==> config.mk <==
export PLATFORM = sky130hd
export DESIGN_NAME = stream_demux1to2
export DESIGN_NICKNAME = d
export VERILOG_FILES = /design/src/rtl/stream_demux_pkg.sv /design/src/rtl/stream_reg_slice.sv /design/src/rtl/stream_demux1to2.sv
export SDC_FILE = /design/constraint.sdc
export NUM_CORES = 1
export LEC_CHECK = 0
export ABC_AREA = 1
export BUFFER_PORTS_ARGS = -buffer_cell sky130_fd_sc_hd__buf_2
export CELL_PAD_IN_SITES_DETAIL_PLACEMENT = 1
export CELL_PAD_IN_SITES_GLOBAL_PLACEMENT = 1
export CORE_ASPECT_RATIO = 0.9
export CORE_MARGIN = 4
export CORE_UTILIZATION = 34
export DETAILED_ROUTE_END_ITERATION = 8
export PLACE_DENSITY = 0.82
export SLEW_MARGIN = 0
export SYNTH_ARGS = -nofsm -noshare
export SYNTH_HDL_FRONTEND = slang
export SYNTH_SLANG_ARGS = --single-unit
export TNS_END_PERCENT = 50
==> constraint.sdc <==
create_clock -name clk -period 1.2 [get_ports clk]
set_input_delay 0.24 -clock clk [delete_from_list [all_inputs] [get_ports clk]]
set_output_delay 0.24 -clock clk [all_outputs]
set_load 0.02 [all_outputs]
==> src/rtl/stream_demux_pkg.sv <==
// stream_demux_pkg: shared FSM state type and default widths for the 1:2 stream demux.
package stream_demux_pkg;
  typedef enum logic [1:0] {
    IDLE   = 2'd0,
    ROUTE0 = 2'd1,
    ROUTE1 = 2'd2
  } state_t;
  localparam int DW_DEFAULT = 8;
  localparam int CW_DEFAULT = 8;
endpackage

==> src/rtl/stream_reg_slice.sv <==
// stream_reg_slice: one-entry valid/ready register slice; full throughput when the consumer is ready.
module stream_reg_slice #(
  parameter int W = 9
) (
  input  logic         clk,
  input  logic         rst_n,
  input  logic         in_valid,
  output logic         in_ready,
  input  logic [W-1:0] in_data,
  output logic         out_valid,
  input  logic         out_ready,
  output logic [W-1:0] out_data
);
  logic         valid_q, valid_d;
  logic [W-1:0] data_q, data_d;
  always_comb begin
    in_ready = !valid_q || out_ready;
    valid_d  = (in_valid && in_ready) || (valid_q && !out_ready);
    data_d   = (in_valid && in_ready) ? in_data : data_q;
  end
  always_ff @(posedge clk or negedge rst_n) begin
    if (!rst_n) begin
      valid_q <= 1'b0;
      data_q  <= '0;
    end else begin
      valid_q <= valid_d;
      data_q  <= data_d;
    end
  end
  assign out_valid = valid_q;
  assign out_data  = data_q;
endmodule

==> src/rtl/stream_demux1to2.sv <==
// stream_demux1to2: packet-granular 1:2 stream demux with per-output register slice and packet counter.
module stream_demux1to2
  import stream_demux_pkg::*;
#(
  parameter int DW = DW_DEFAULT,
  parameter int CW = CW_DEFAULT
) (
  input  logic          clk,
  input  logic          rst_n,
  input  logic          in_valid,
  output logic          in_ready,
  input  logic [DW-1:0] in_data,
  input  logic          in_last,
  input  logic          in_sel,
  output logic          out0_valid,
  input  logic          out0_ready,
  output logic [DW-1:0] out0_data,
  output logic          out0_last,
  output logic          out1_valid,
  input  logic          out1_ready,
  output logic [DW-1:0] out1_data,
  output logic          out1_last,
  output logic [CW-1:0] pkt_cnt0,
  output logic [CW-1:0] pkt_cnt1
);
  state_t        state_q, state_d;
  logic          dest, accept, s0_ready, s1_ready;
  logic [CW-1:0] cnt0_q, cnt0_d, cnt1_q, cnt1_d;
  // Destination is only sampled from in_sel while no packet is in flight.
  always_comb begin
    dest     = (state_q == ROUTE1) || (state_q == IDLE && in_sel);
    in_ready = dest ? s1_ready : s0_ready;
    accept   = in_valid && in_ready;
    state_d  = !accept ? state_q : in_last ? IDLE : dest ? ROUTE1 : ROUTE0;
    cnt0_d   = cnt0_q + CW'(out0_valid && out0_ready && out0_last);
    cnt1_d   = cnt1_q + CW'(out1_valid && out1_ready && out1_last);
  end
  always_ff @(posedge clk or negedge rst_n) begin
    if (!rst_n) begin
      state_q <= IDLE;
      cnt0_q  <= '0;
      cnt1_q  <= '0;
    end else begin
      state_q <= state_d;
      cnt0_q  <= cnt0_d;
      cnt1_q  <= cnt1_d;
    end
  end
  stream_reg_slice #(.W(DW + 1)) u_slice0 (
    .clk       (clk),
    .rst_n     (rst_n),
    .in_valid  (in_valid && !dest),
    .in_ready  (s0_ready),
    .in_data   ({in_last, in_data}),
    .out_valid (out0_valid),
    .out_ready (out0_ready),
    .out_data  ({out0_last, out0_data})
  );
  stream_reg_slice #(.W(DW + 1)) u_slice1 (
    .clk       (clk),
    .rst_n     (rst_n),
    .in_valid  (in_valid && dest),
    .in_ready  (s1_ready),
    .in_data   ({in_last, in_data}),
    .out_valid (out1_valid),
    .out_ready (out1_ready),
    .out_data  ({out1_last, out1_data})
  );
  assign pkt_cnt0 = cnt0_q;
  assign pkt_cnt1 = cnt1_q;
endmodule

==> results.md, run 1 <==
- Setup ws final: -319.6 ps
- MaxCap Viol Count: 0
- Fillers: 538
- Max clock buf depth: 2
- H-Tree Depth: 2
- Synthesis-to-finish area growth: 48.40%
- Seq pwr share: 38.8%
- Final period utilization: 126.6%
- Antenna-violating nets left: 0
- GP Congestion: 0.7605
- Sw Share: 41.19%
- Crit. End Element: primary output
- First DRT Iteration DRCs: 26
- CP arrival: 1280 ps
- Die Width: 81.25 um
- Initial core utilization: 36.10%
- Pwr/cell area: 2349 mW/mm^2
- Yosys Warn Count: 0
- IO Port Bufs: 51
- Core ar.: 0.004547 mm^2
- Slew HR: 78.45%
- # setup viols final: 28
- Pwr Total: 5.723 mW
- Max incr delay on CP: 420 ps
- Logic pwr share: 45.6%
- Avg WL per Cell: 13.82 um
- Seq/Total Area, Yosys: 57.93%
- Dpl cell area: 0.002118 mm^2
- Layout cells sized above 1: 55.26%
- CTS buffer count: 5
- CTS clk-pin slew, worst paths: 70 ps
- Worst-Margin Slew: 323.3 ps
- Mapped Nets: 174
- Clock tree sinks: 38
- Hold Path Class: primary input to register
- Min Tclk post-route: 1520 ps
- Setup WS pre-CTS: -154.7 ps
- Leak: 1.226 nW
- Final instance area: 0.002436 mm^2
- Hold Path Cell Cnt: 3
- RSZ-0062 raised after global routing: true
- Largest net degree at the start of global routing: 27
- Total grt overflow: 0
- CP max FO: 3
- Clk root buf: clkbuf_8
- Worst EP required: 960 ps
- Avg Cell Area, Syn: 10.59 um^2
- Clock power frac: 15.7%
- Drt drc: 0
- Vias in the first global route: 1398
- Crit path cell chain: o21ai_4 > nor2_1 > a31oi_1 > buf_4
- Reg2Reg Depth: 7
- VDD IR max: 0.001251 V
- Max Clock Freq: 658.1 MHz
- Initial antenna violation count: 0
- Mapped Cells: 155
- Status: finished with violations
- FF+latch count, synth: 38
- Inserted Diodes: 0
- Switching power: 2.357 mW
- Total track usage: 14.65%
- Pins Over Slew Limit: 0
- Pre-antenna DRT Iters: 4
- First-pass GRT wire length: 6.651 mm
- Pint: 3.365 mW
- Post-Route WL: 4.007 mm
- Dpl hpwl: 2.900 mm
- Violated checks: setup timing
- Clock skew: 6.951 ps
- Critical path type: register to primary output
- Synth cell types: 18
- DR vias/cell: 4.538
- Die height: 73.92 um
- Full die area: 0.006006 mm^2
- Boundary Pins: 52
- Clk_lat worst skew: 280 ps
- Number of hold violations in the final report: 0
- Area of the mapped netlist: 0.001642 mm^2
- Critical Path Source Type: register
- Nets@finish: 246
- DR vias: 1316
- FP Rows: 23
- CTS tree: built
- CP max stage cell: dfrtp_1
power groups by stage:
stage,Sequential (mW),Clock (mW),Combinational [mW]
final,2.22,0.896,2.61
after global routing,2.30,0.990,2.85
after CTS,2.21,0.924,2.58
after detailed placement,2.16,0,2.36
after global placement,2.14,0,2.26
after floorplan,2.71,0,0.869
layer usage:
| metal | vias up | share of wire [%] | global-route usage (%) |
|---|---|---|---|
| li1 | 635 | - | - |
| met1 | 642 | 42 | 17.83 |
| met2 | 36 | 53 | 24.98 |
| met3 | 3 | 5.3 | 4.657 |
| met4 | 0 | 0.52 | 4.315 |
| met5 | - | 0 | 0 |
registers in the layout, indices dropped and copies added, names as in the netlist:
register	cells
pkt_cnt0	8
pkt_cnt1	8
state_q	2
u_slice0.out_data	9
u_slice0.out_valid	1
u_slice1.out_data	9
u_slice1.out_valid	1
logic make-up (layout without fill, tap and decap cells):
logic type      Yosys count  count (layout)  share of synthesized area (%)
simple gates             56              56                          15.25
compound gates           22              22                          11.13
xor+xnor                 10              10                          5.336
flops                    38              38                          57.93
fa+ha+maj                 4               4                          3.049
buf+inv                  25              98                          7.317
cell type report:
cell class                 count  area [um^2]  share of cell area [%]
clock buffer                   7        86.33                   3.544
clock inverter                 1        5.005                  0.2054
inverter                      21        78.83                   3.236
multi-input combinational     92        718.2                   29.48
sequential                    38        962.2                   39.50
tap                           62        77.57                   3.184
timing repair buffer          69        508.0                   20.85
Yosys cell counts:
cell     instances  area, um^2
a31oi_1          1       6.260
and3_1           1       6.260
buf_4            1       7.510
buf_6            3       33.78
dfrtp_1         38       950.9
ha_1             4       50.05
inv_1           21       78.83
nand2_1         32       120.1
nand2_2          1       6.260
nand3_1          8       40.04
nand3_2          2       20.02
nand4_1          4       25.02
nor2_1           7       26.28
nor2_2           1       6.260
o21ai_0          2       10.01
o21ai_2         19       166.4
xnor2_1          2       17.52
xor2_1           8       70.07
cells in the final DEF, fill, tap and decap left out, types with 4 or more instances in the layout:
cell | Yosys | final
xor2_1 | 8 | 7
clkbuf_8 | 0 | 6
dfrtp_2 | 0 | 9
nand2_2 | 1 | 4
inv_1 | 21 | 21
buf_2 | 0 | 44
nand3_4 | 0 | 4
nand3_2 | 2 | 4
nand2_1 | 32 | 29
buf_6 | 3 | 16
nand4_1 | 4 | 4
o21ai_2 | 19 | 18
buf_4 | 1 | 5
dfrtp_1 | 38 | 29
critical path, delay by kind of cell, from the launching register on:
family                 cells  cell delay (ps)
AOI/OAI and AO/OA          2              340
buffers and inverters      1              180
DFF                        1              420
and+or+nand+nor            1               60
worst paths after layout:
kind	slack [ps]	end	start
worst max register to register	-140	pkt_cnt1[2]	u_slice1.out_valid
worst max-delay path	-320	in_ready	state_q[1]
worst min-delay path	230	u_slice0.out_data[2]	in_data[2]
min in group asynchronous	380	pkt_cnt1[5]	rst_n
max in group asynchronous	360	u_slice0.out_data[8]	rst_n
worst min register to register	480	u_slice0.out_data[2]	u_slice0.out_data[2]
repair_timing:
item / CTS / global route
pin swaps: 8 / 3
resized for setup: 32 / 14
endpoints found under the hold margin: 12 / 0
gates cloned: 0 / 0
buffers inserted: 4 / 1
endpoints found under the setup margin: 21 / 40
hold buffers: 1 / 0
per-stage QoR:
step / util (%) / TNS [ps] / instances / hold WS, ps
floorplan: - / -779.5 / 155 / -55.59
global placement: 46.59 / -332.2 / 276 / 150.5
detailed placement: 46.59 / -847.1 / 276 / 152.3
CTS: 52.26 / -1935 / 289 / 231.7
global route: 53.58 / -4612 / 290 / 232.3
finish: 53.58 / -2226 / 290 / 234.7
Power figures use the tool's default switching activity.
==> run 2: changes to the inputs <==
--- a/config.mk
+++ b/config.mk
@@ -5,13 +5,13 @@
 export SDC_FILE = /design/constraint.sdc
 export NUM_CORES = 1
 export LEC_CHECK = 0
-export ABC_AREA = 1
+export ABC_AREA = 0
 export BUFFER_PORTS_ARGS = -buffer_cell sky130_fd_sc_hd__buf_2
 export CELL_PAD_IN_SITES_DETAIL_PLACEMENT = 1
 export CELL_PAD_IN_SITES_GLOBAL_PLACEMENT = 1
 export CORE_ASPECT_RATIO = 0.9
 export CORE_MARGIN = 4
-export CORE_UTILIZATION = 34
+export CORE_UTILIZATION = 35
 export DETAILED_ROUTE_END_ITERATION = 8
 export PLACE_DENSITY = 0.82
 export SLEW_MARGIN = 0
==> run 2 against run 1 <==
The flow still finishes with violations (setup timing). Critical path depth is the same. Global-route usage grew 1.2 points. Fmax shrank 6.4%. Design area shrank 5.0%. Non-clock buffer count is the same. Combinational power shrank 21%. Critical path type unchanged.
==> results.md, run 2 <==
- Status: finished with violations (unchanged)
- Violated checks: setup timing (unchanged)
- DR vias: 1153 (was 1316)
- Total track usage: 15.87% (was 14.65%)
- Utilization after layout: 55.29% (was 53.58%)
- First DRT Iteration DRCs: 26 (unchanged)
- FP Rows: 22 (was 23)
- Seq/Total Area, Yosys: 60.80% (was 57.93%)
- CP arrival: 1380 ps (was 1280 ps)
- CP max FO: 2 (was 3)
- EDFF count, synth: 0 (unchanged)
- Pre-antenna DRT Iters: 3 (was 4)
- Max Clock Freq: 615.7 MHz (was 658.1 MHz)
- Cell taking the most area after synthesis: dfrtp_1 (unchanged)
- Clk_lat worst skew: 280 ps (about the same)
- Hold Path Class: primary input to register (unchanged)
- Post-synthesis async set-or-reset flop share: 100.0% (unchanged)
- Most common cell after layout, fill and taps aside: buf_2 (unchanged)
- Dpl cell area: 0.002064 mm^2 (was 0.002118 mm^2)
- Top cells by count, synth: dfrtp_1 (38), nand3_1 (11), mux2_2 (10), xnor2_1 (10), mux2_4 (9) (was dfrtp_1 (38), nand2_1 (32), inv_1 (21))
- VDD IR max: 0.001212 V (was 0.001251 V)
- Pins Over Slew Limit: 0 (unchanged)
- Full die area: 0.005604 mm^2 (was 0.006006 mm^2)
- Yosys top cell area share: 60.80% (was 57.93%)
- Clock tree sinks: 38 (unchanged)
- Yosys Warn Count: 0 (unchanged)
- Max clock buf depth: 2 (unchanged)
- Commonest non-fill, non-tap cells in the layout: buf_2 (48), dfrtp_1 (30), mux2_4 (17), buf_4 (11), xnor2_1 (10) (was buf_2 (44), nand2_1 (29), dfrtp_1 (29), inv_1 (21), o21ai_2 (18))
- FF+latch count, synth: 38 (unchanged)
- Fillers: 449 (was 538)
- Fin Hold WS: 193.7 ps (was 234.7 ps)
- Final instance area: 0.002313 mm^2 (was 0.002436 mm^2)
- Nets@finish: 201 (was 246)
- CTS tree: built (unchanged)
- # setup viols final: 27 (was 28)
- First-pass GRT wire length: 6.817 mm (was 6.651 mm)
- Setup ws final: -424.3 ps (was -319.6 ps)
- IO Port Bufs: 51 (unchanged)
- Worst-Margin Slew: 216.8 ps (was 323.3 ps)
- Leak: 1.159 nW (was 1.226 nW)
- Most frequent cell after synthesis: dfrtp_1 (unchanged)
- Critical Path Source Type: register (unchanged)
- Post-Route WL: 4.068 mm (was 4.007 mm)
- Clock skew: 3.284 ps (was 6.951 ps)
- Layout cells sized above 1: 63.39% (was 55.26%)
- H-Tree Depth: 2 (unchanged)
- CTS buffer count: 5 (unchanged)
- Dpl hpwl: 2.996 mm (was 2.900 mm)
- Avg Cell Area, Syn: 14.62 um^2 (was 10.59 um^2)
- Main synth FF type: dfrtp_1 (unchanged)
- Min Tclk post-route: 1624 ps (was 1520 ps)
- Synth top area cells: dfrtp_1 (61%), mux2_4 (8.6%), mux2_2 (7.2%) (was dfrtp_1 (58%), o21ai_2 (10%), nand2_1 (7.3%))
- Antenna-violating nets left: 0 (unchanged)
- Core ar.: 0.004184 mm^2 (was 0.004547 mm^2)
- Critical path type: register to primary output (unchanged)
- Number of hold violations in the final report: 0 (unchanged)
- Pwr/cell area: 2186 mW/mm^2 (was 2349 mW/mm^2)
- MaxCap Viol Count: 0 (unchanged)
- Avg WL per Cell: 16.74 um (was 13.82 um)
- CTS clk-pin slew, worst paths: 80 ps (was 70 ps)
- Crit. End Element: primary output (unchanged)
- Area of the mapped netlist: 0.001564 mm^2 (was 0.001642 mm^2)
- Synthesis-to-finish area growth: 47.92% (was 48.40%)
- RSZ-0062 raised after global routing: true (unchanged)
- Drt drc: 0 (unchanged)
- Synth cell types: 20 (was 18)
- GP Congestion: 0.8218 (was 0.7605)
- Boundary Pins: 52 (unchanged)
- Mapped Cells: 107 (was 155)
- Final period utilization: 135.4% (was 126.6%)
- DR vias/cell: 4.745 (was 4.538)
- Die Width: 78.47 um (was 81.25 um)
- Initial core utilization: 37.38% (was 36.10%)
- Die height: 71.42 um (was 73.92 um)
- Inserted Diodes: 0 (unchanged)
- Slew HR: 85.39% (was 78.45%)
- Clk root buf: clkbuf_8 (unchanged)
- Total grt overflow: 0 (unchanged)
- Largest net degree at the start of global routing: 39 (was 27)
- Vias in the first global route: 1326 (was 1398)
- Mapped Nets: 126 (was 174)
- Worst EP required: 960 ps (about the same)
- Initial antenna violation count: 0 (unchanged)
[run 2: timing repair]
item                                    in CTS  in global routing
endpoints found under the hold margin       38                  0
endpoints found under the setup margin      34                 37
hold buffers                                 1                  0
pin swaps                                    7                  5
gates resized for setup                     28                  5
buffers inserted                             3                  0
[run 2: worst paths after layout]
kind	slack, ps	cells past startpoint	startpoint	to
hold / removal	190	2	in_last	state_q[0]
min in group asynchronous	440	3	rst_n	state_q[0]
hold reg to reg	460	1	pkt_cnt1[7]	pkt_cnt1[7]
setup / recovery	-420	4	state_q[0]	in_ready
setup reg to reg	-340	4	state_q[0]	u_slice1.out_data[6]
max in group asynchronous	550	3	rst_n	pkt_cnt0[5]
[run 2: final cells by class]
cell class,count,area [um^2],area share (%)
Clock buffer,7,86.33,3.732
Clock inverter,1,5.005,0.2163
Inverter,2,7.507,0.3245
Multi-Input combinational cell,66,726.9,31.42
Sequential cell,38,960.9,41.54
Tap cell,60,75.07,3.245
Timing Repair Buffer,69,451.7,19.52
[run 2: metal layers]
layer	up-vias	share of wire [%]	track usage (%)
met4	0	0.54	3.495
li1	523	-	-
met1	592	38	17.25
met2	33	57	30.32
met5	-	0	0
met3	5	5.1	4.774
[run 2: kinds of logic (layout without fill, tap and decap cells)]
family | count (synthesis) | after routing | synth area share, %
muxes | 20 | 20 | 16.48
DFF | 38 | 38 | 60.80
AOI/OAI and AO/OA | 6 | 6 | 3.200
and+or+nand+nor | 24 | 24 | 8.400
buffers and inverters | 3 | 79 | 1.200
xor gates and xnor gates | 12 | 12 | 6.720
adders and majority gates | 4 | 4 | 3.200
[run 2: stage by stage]
step	TNS, ps	worst slack (ps)	std cells	total power, mW
finish	-6081	-424.3	243	5.056
global route	-7659	-494.9	243	5.369
CTS	-6157	-430.1	243	5.117
detailed placement	-6609	-361.4	231	3.936
global placement	-5605	-303.8	231	3.809
floorplan	-4420	-278.5	107	3.098
[run 2: report_power, final]
part	internal, mW	leakage, nW	switching [mW]
clock network	0.464	0.0482	0.456
logic	1.01	0.650	1.04
registers	1.71	0.461	0.377
[run 2: critical path, cell delays in order (launching register included)]
cell and delay [ps]:
dfrtp_1 380, o21bai_4 170, buf_6 120, mux2_4 290, buf_6 130
==> run 3: changes to the inputs <==
--- a/config.mk
+++ b/config.mk
@@ -9,13 +9,14 @@
 export BUFFER_PORTS_ARGS = -buffer_cell sky130_fd_sc_hd__buf_2
 export CELL_PAD_IN_SITES_DETAIL_PLACEMENT = 1
 export CELL_PAD_IN_SITES_GLOBAL_PLACEMENT = 1
-export CORE_ASPECT_RATIO = 0.9
+export CORE_ASPECT_RATIO = 1.4
 export CORE_MARGIN = 4
-export CORE_UTILIZATION = 35
+export CORE_UTILIZATION = 36
 export DETAILED_ROUTE_END_ITERATION = 8
-export PLACE_DENSITY = 0.82
+export PLACE_DENSITY = 0.83
 export SLEW_MARGIN = 0
 export SYNTH_ARGS = -nofsm -noshare
 export SYNTH_HDL_FRONTEND = slang
+export SYNTH_HIERARCHICAL = 1
 export SYNTH_SLANG_ARGS = --single-unit
 export TNS_END_PERCENT = 50
==> run 3 against run 2 <==
Global-route usage is 0.95 points higher. First-iteration DRC count grew 31%. Flip-flop and latch count unchanged. Critical path depth fell by 1. Sequential share of layout area down 1.9 points. Clock-buffer cell count did not move. Non-clock buffer count unchanged. The flow still finishes with violations (setup timing). Via count grew 0.35%. Routed wire length up 8.8%. Worst hold slack gained 1.9 ps. Critical endpoint unchanged. Die area increased by 2.1%. Clock power decreased by 2%.
==> results.md, run 3 <==
- Seq/Total Area, Yosys: 57.88% (was 60.80%)
- Main combinational cell family by area after synthesis: multiplexers (unchanged)
- Setup ws final: -389.2 ps (was -424.3 ps)
- Largest net degree at the start of global routing: 39 (unchanged)
- Clk root buf: clkbuf_8 (unchanged)
- Slew HR: 85.89% (was 85.39%)
- Crit path cell chain: o21ai_2 > mux2_4 > buf_6 (was o21bai_4 > buf_6 > mux2_4 > buf_6)
- Critical path's top delay family: flip-flops (unchanged)
- Max Clock Freq: 629.3 MHz (was 615.7 MHz)
- Min Tclk post-route: 1589 ps (was 1624 ps)
- Inserted Diodes: 0 (unchanged)
- Main synth FF type: dfrtp_1 (unchanged)
- Area of the multi-input gates: 843.3 um^2 (was 726.9 um^2)
- DR vias/cell: 4.628 (was 4.745)
- Initial core utilization: 38.12% (was 37.38%)
- Simple-Gate Fraction of Synth Area: 13.18% (was 8.400%)
- Max clock buf depth: 2 (unchanged)
- Synth cell types: 21 (was 20)
- DR vias: 1157 (was 1153)
- CTS clk-pin slew, worst paths: 80 ps (about the same)
- # setup viols final: 34 (was 27)
- Clock skew: 6.464 ps (was 3.284 ps)
- First-pass GRT wire length: 7.003 mm (was 6.817 mm)
- Final instance area: 0.002432 mm^2 (was 0.002313 mm^2)
- CTS tree: built (unchanged)
- Worst-Margin Slew: 211.6 ps (was 216.8 ps)
- CP max FO: 2 (unchanged)
- Antenna-violating nets left: 0 (unchanged)
- Mapped Nets: 131 (was 126)
- Violated checks: setup timing (unchanged)
- Pwr Total: 5.090 mW (was 5.056 mW)
- Reg2Reg Depth: 7 (was 4)
- Full die area: 0.005723 mm^2 (was 0.005604 mm^2)
- CTS buffer count: 5 (unchanged)
- Nets@finish: 208 (was 201)
- FF-to-FF setup slack: -320 ps (was -340 ps)
- EDFF count, synth: 0 (unchanged)
- Worst R2R End: u_slice1/out_data[2] (was u_slice1.out_data[6])
- Yosys Warn Count: 6 (was 0)
- Die Width: 65.09 um (was 78.47 um)
- Fillers: 445 (was 449)
- Synth Area in Adders: 3.046% (was 3.200%)
- Clock tree sinks: 38 (unchanged)
- VDD IR max: 0.001340 V (was 0.001212 V)
- Pins Over Slew Limit: 0 (unchanged)
- Min-Delay Startpoint: in_data[5] (was in_last)
- Utilization after layout: 56.45% (was 55.29%)
- Worst EP required: 960 ps (about the same)
- Synthesis-to-finish area growth: 48.06% (was 47.92%)
- Post-Route WL: 4.428 mm (was 4.068 mm)
- Setup WS pre-CTS: -235.9 ps (was -361.4 ps)
- Critical path type: register to primary output (unchanged)
- Commonest non-fill, non-tap cells in the layout: buf_2 (46), dfrtp_1 (28), mux2_4 (19), buf_4 (12), dfrtp_2 (10) (was buf_2 (48), dfrtp_1 (30), mux2_4 (17), buf_4 (11), xnor2_1 (10))
- Most common cell after layout, fill and taps aside: buf_2 (unchanged)
- Fin Hold WS: 195.6 ps (was 193.7 ps)
- Most frequent cell after synthesis: dfrtp_1 (unchanged)
- Final period utilization: 132.4% (was 135.4%)
- Vias in the first global route: 1421 (was 1326)
- Max incr delay on CP: 400 ps (was 380 ps)
- Drt drc: 0 (unchanged)
- Area of the mapped netlist: 0.001643 mm^2 (was 0.001564 mm^2)
- Die height: 87.93 um (was 71.42 um)
- Worst r2r src: state_q[1] (was state_q[0])
- Boundary Pins: 52 (unchanged)
- End point of the worst hold path: u_slice1/out_data[5] (was state_q[0])
- Synth Area in Compound Gates: 1.904% (was 3.200%)
- H-Tree Depth: 2 (unchanged)
- IO Port Bufs: 51 (unchanged)
- CP max stage cell: dfrtp_1 (unchanged)
- Pwr/cell area: 2093 mW/mm^2 (was 2186 mW/mm^2)
- Leak: 1.221 nW (was 1.159 nW)
- Core ar.: 0.004309 mm^2 (was 0.004184 mm^2)
- Total track usage: 16.81% (was 15.87%)
- Top cells by count, synth: dfrtp_1 (38), mux2_4 (18), xor2_1 (8) (was dfrtp_1 (38), nand3_1 (11), mux2_2 (10), xnor2_1 (10), mux2_4 (9))
- Hold Path Cell Cnt: 2 (unchanged)
- RSZ-0062 raised after global routing: true (unchanged)
- Clk_lat worst skew: 290 ps (was 280 ps)
- CP bufs+invs: 1 (was 2)
- Cell taking the most area after synthesis: dfrtp_1 (unchanged)
- FF+latch count, synth: 38 (unchanged)
- CP arrival: 1350 ps (was 1380 ps)
- Post-Synth XOR/XNOR Area: 6.398% (was 6.720%)
- Hold Path Class: primary input to register (unchanged)
- FP Rows: 28 (was 22)
- Initial antenna violation count: 0 (unchanged)
- MaxCap Viol Count: 0 (unchanged)
- Number of hold violations in the final report: 0 (unchanged)
- Avg Cell Area, Syn: 14.67 um^2 (was 14.62 um^2)
- Mapped Cells: 112 (was 107)
- First DRT Iteration DRCs: 34 (was 26)
- Total grt overflow: 0 (unchanged)
- Critical Path Source Type: register (unchanged)
- Status: finished with violations (unchanged)
- FF+latch area: 963.4 um^2 (was 960.9 um^2)
- Pre-antenna DRT Iters: 4 (was 3)
- Yosys top cell area share: 57.88% (was 60.80%)
- GP Congestion: 0.7502 (was 0.8218)
- Crit. End Element: primary output (unchanged)
- Post-synthesis mux area share: 17.14% (was 16.48%)
- Avg WL per Cell: 17.71 um (was 16.74 um)
- Dpl hpwl: 3.077 mm (was 2.996 mm)
- Layout cells sized above 1: 71.05% (was 63.39%)
- Synth top area cells: dfrtp_1 (58%), mux2_4 (16%), xor2_1 (4.3%) (was dfrtp_1 (61%), mux2_4 (8.6%), mux2_2 (7.2%))
- Dpl cell area: 0.002152 mm^2 (was 0.002064 mm^2)
- Post-synthesis async set-or-reset flop share: 100.0% (unchanged)
-- run 3: changes by cell type after synthesis, moves of 2 or more --
| cell | previous run | this run |
|---|---|---|
| xnor2_1 | 10 | 4 |
| and3_1 | 6 | 3 |
| nand2_1 | 2 | 6 |
| and2_1 | 0 | 2 |
| nor3_2 | 0 | 2 |
| nand3_1 | 11 | 6 |
| mux2_4 | 9 | 18 |
| nor2_1 | 1 | 5 |
| nand2b_4 | 0 | 2 |
| xor2_1 | 2 | 8 |
| nand2_8 | 0 | 2 |
| mux2_2 | 10 | 1 |
| a31oi_1 | 2 | 0 |
-- run 3: area by class of cell --
| type | instances | share of cell area [%] |
|---|---|---|
| flip-flops and latches | 38 | 39.61 |
| multi-input cells | 73 | 34.67 |
| repair buffers | 69 | 18.57 |
| clock buffers | 7 | 3.549 |
| well taps | 60 | 3.086 |
| inverters | 2 | 0.3086 |
| clock inverters | 1 | 0.2058 |
-- run 3: worst max-delay path by stage --
stage	startpoint	to	slack, ps	depth (start not counted)
2_1_floorplan	u_slice0/out_valid	pkt_cnt0[6]	-210	6
3_3_place_gp	state_q[1]	u_slice1/out_data[8]	-110	5
3_5_place_dp	state_q[1]	u_slice1/out_data[8]	-240	5
4_1_cts	state_q[1]	in_ready	-390	3
5_1_grt	u_slice1/out_valid	in_ready	-420	4
6_report	state_q[1]	in_ready	-390	3
-- run 3: worst reg2reg max path: stages, from the launching register on --
cell and delay [ps]:
dfrtp_1 400, buf_4 140, buf_4 140, nor2_4 80, nor2_2 40, and2_4 180, nand2_4 120, mux2_4 300
-- run 3: cells by family after synthesis --
group,count (synthesis)
XOR/XNOR,12
adder cells (fa/ha/maj),4
AO/OA/AOI/OAI,5
flip-flops,38
AND/OR/NAND/NOR,32
multiplexers,19
buffers and inverters,2
-- run 3: power breakdown --
| part | switching (mW) | leakage (nW) | internal [mW] |
|---|---|---|---|
| combinational | 1.11 | 0.715 | 1.02 |
| clock | 0.441 | 0.0482 | 0.463 |
| sequential | 0.355 | 0.459 | 1.70 |
-- run 3: what timing repair did --
item | in CTS | in global routing
cloned | 1 | 0
pin swaps | 5 | 8
endpoints found under the setup margin | 33 | 41
buffers inserted | 4 | 3
hold buffers | 1 | 0
gates resized for setup | 22 | 15
hold endpoints to repair | 38 | 0
-- run 3: per-layer routing --
metal	GRT usage, %	vias to the layer above	share of wire [%]
met2	30.35	33	57
met1	17.02	576	34
li1	-	534	-
met3	5.392	14	5.4
met5	0	-	0
met4	9.245	0	3.5
-- run 3: stage by stage --
step	setup TNS, ps	std cells
2_1_floorplan	-1853	112
3_3_place_gp	-1944	233
3_5_place_dp	-4030	233
4_1_cts	-5176	247
5_1_grt	-7778	250
6_report	-6514	250
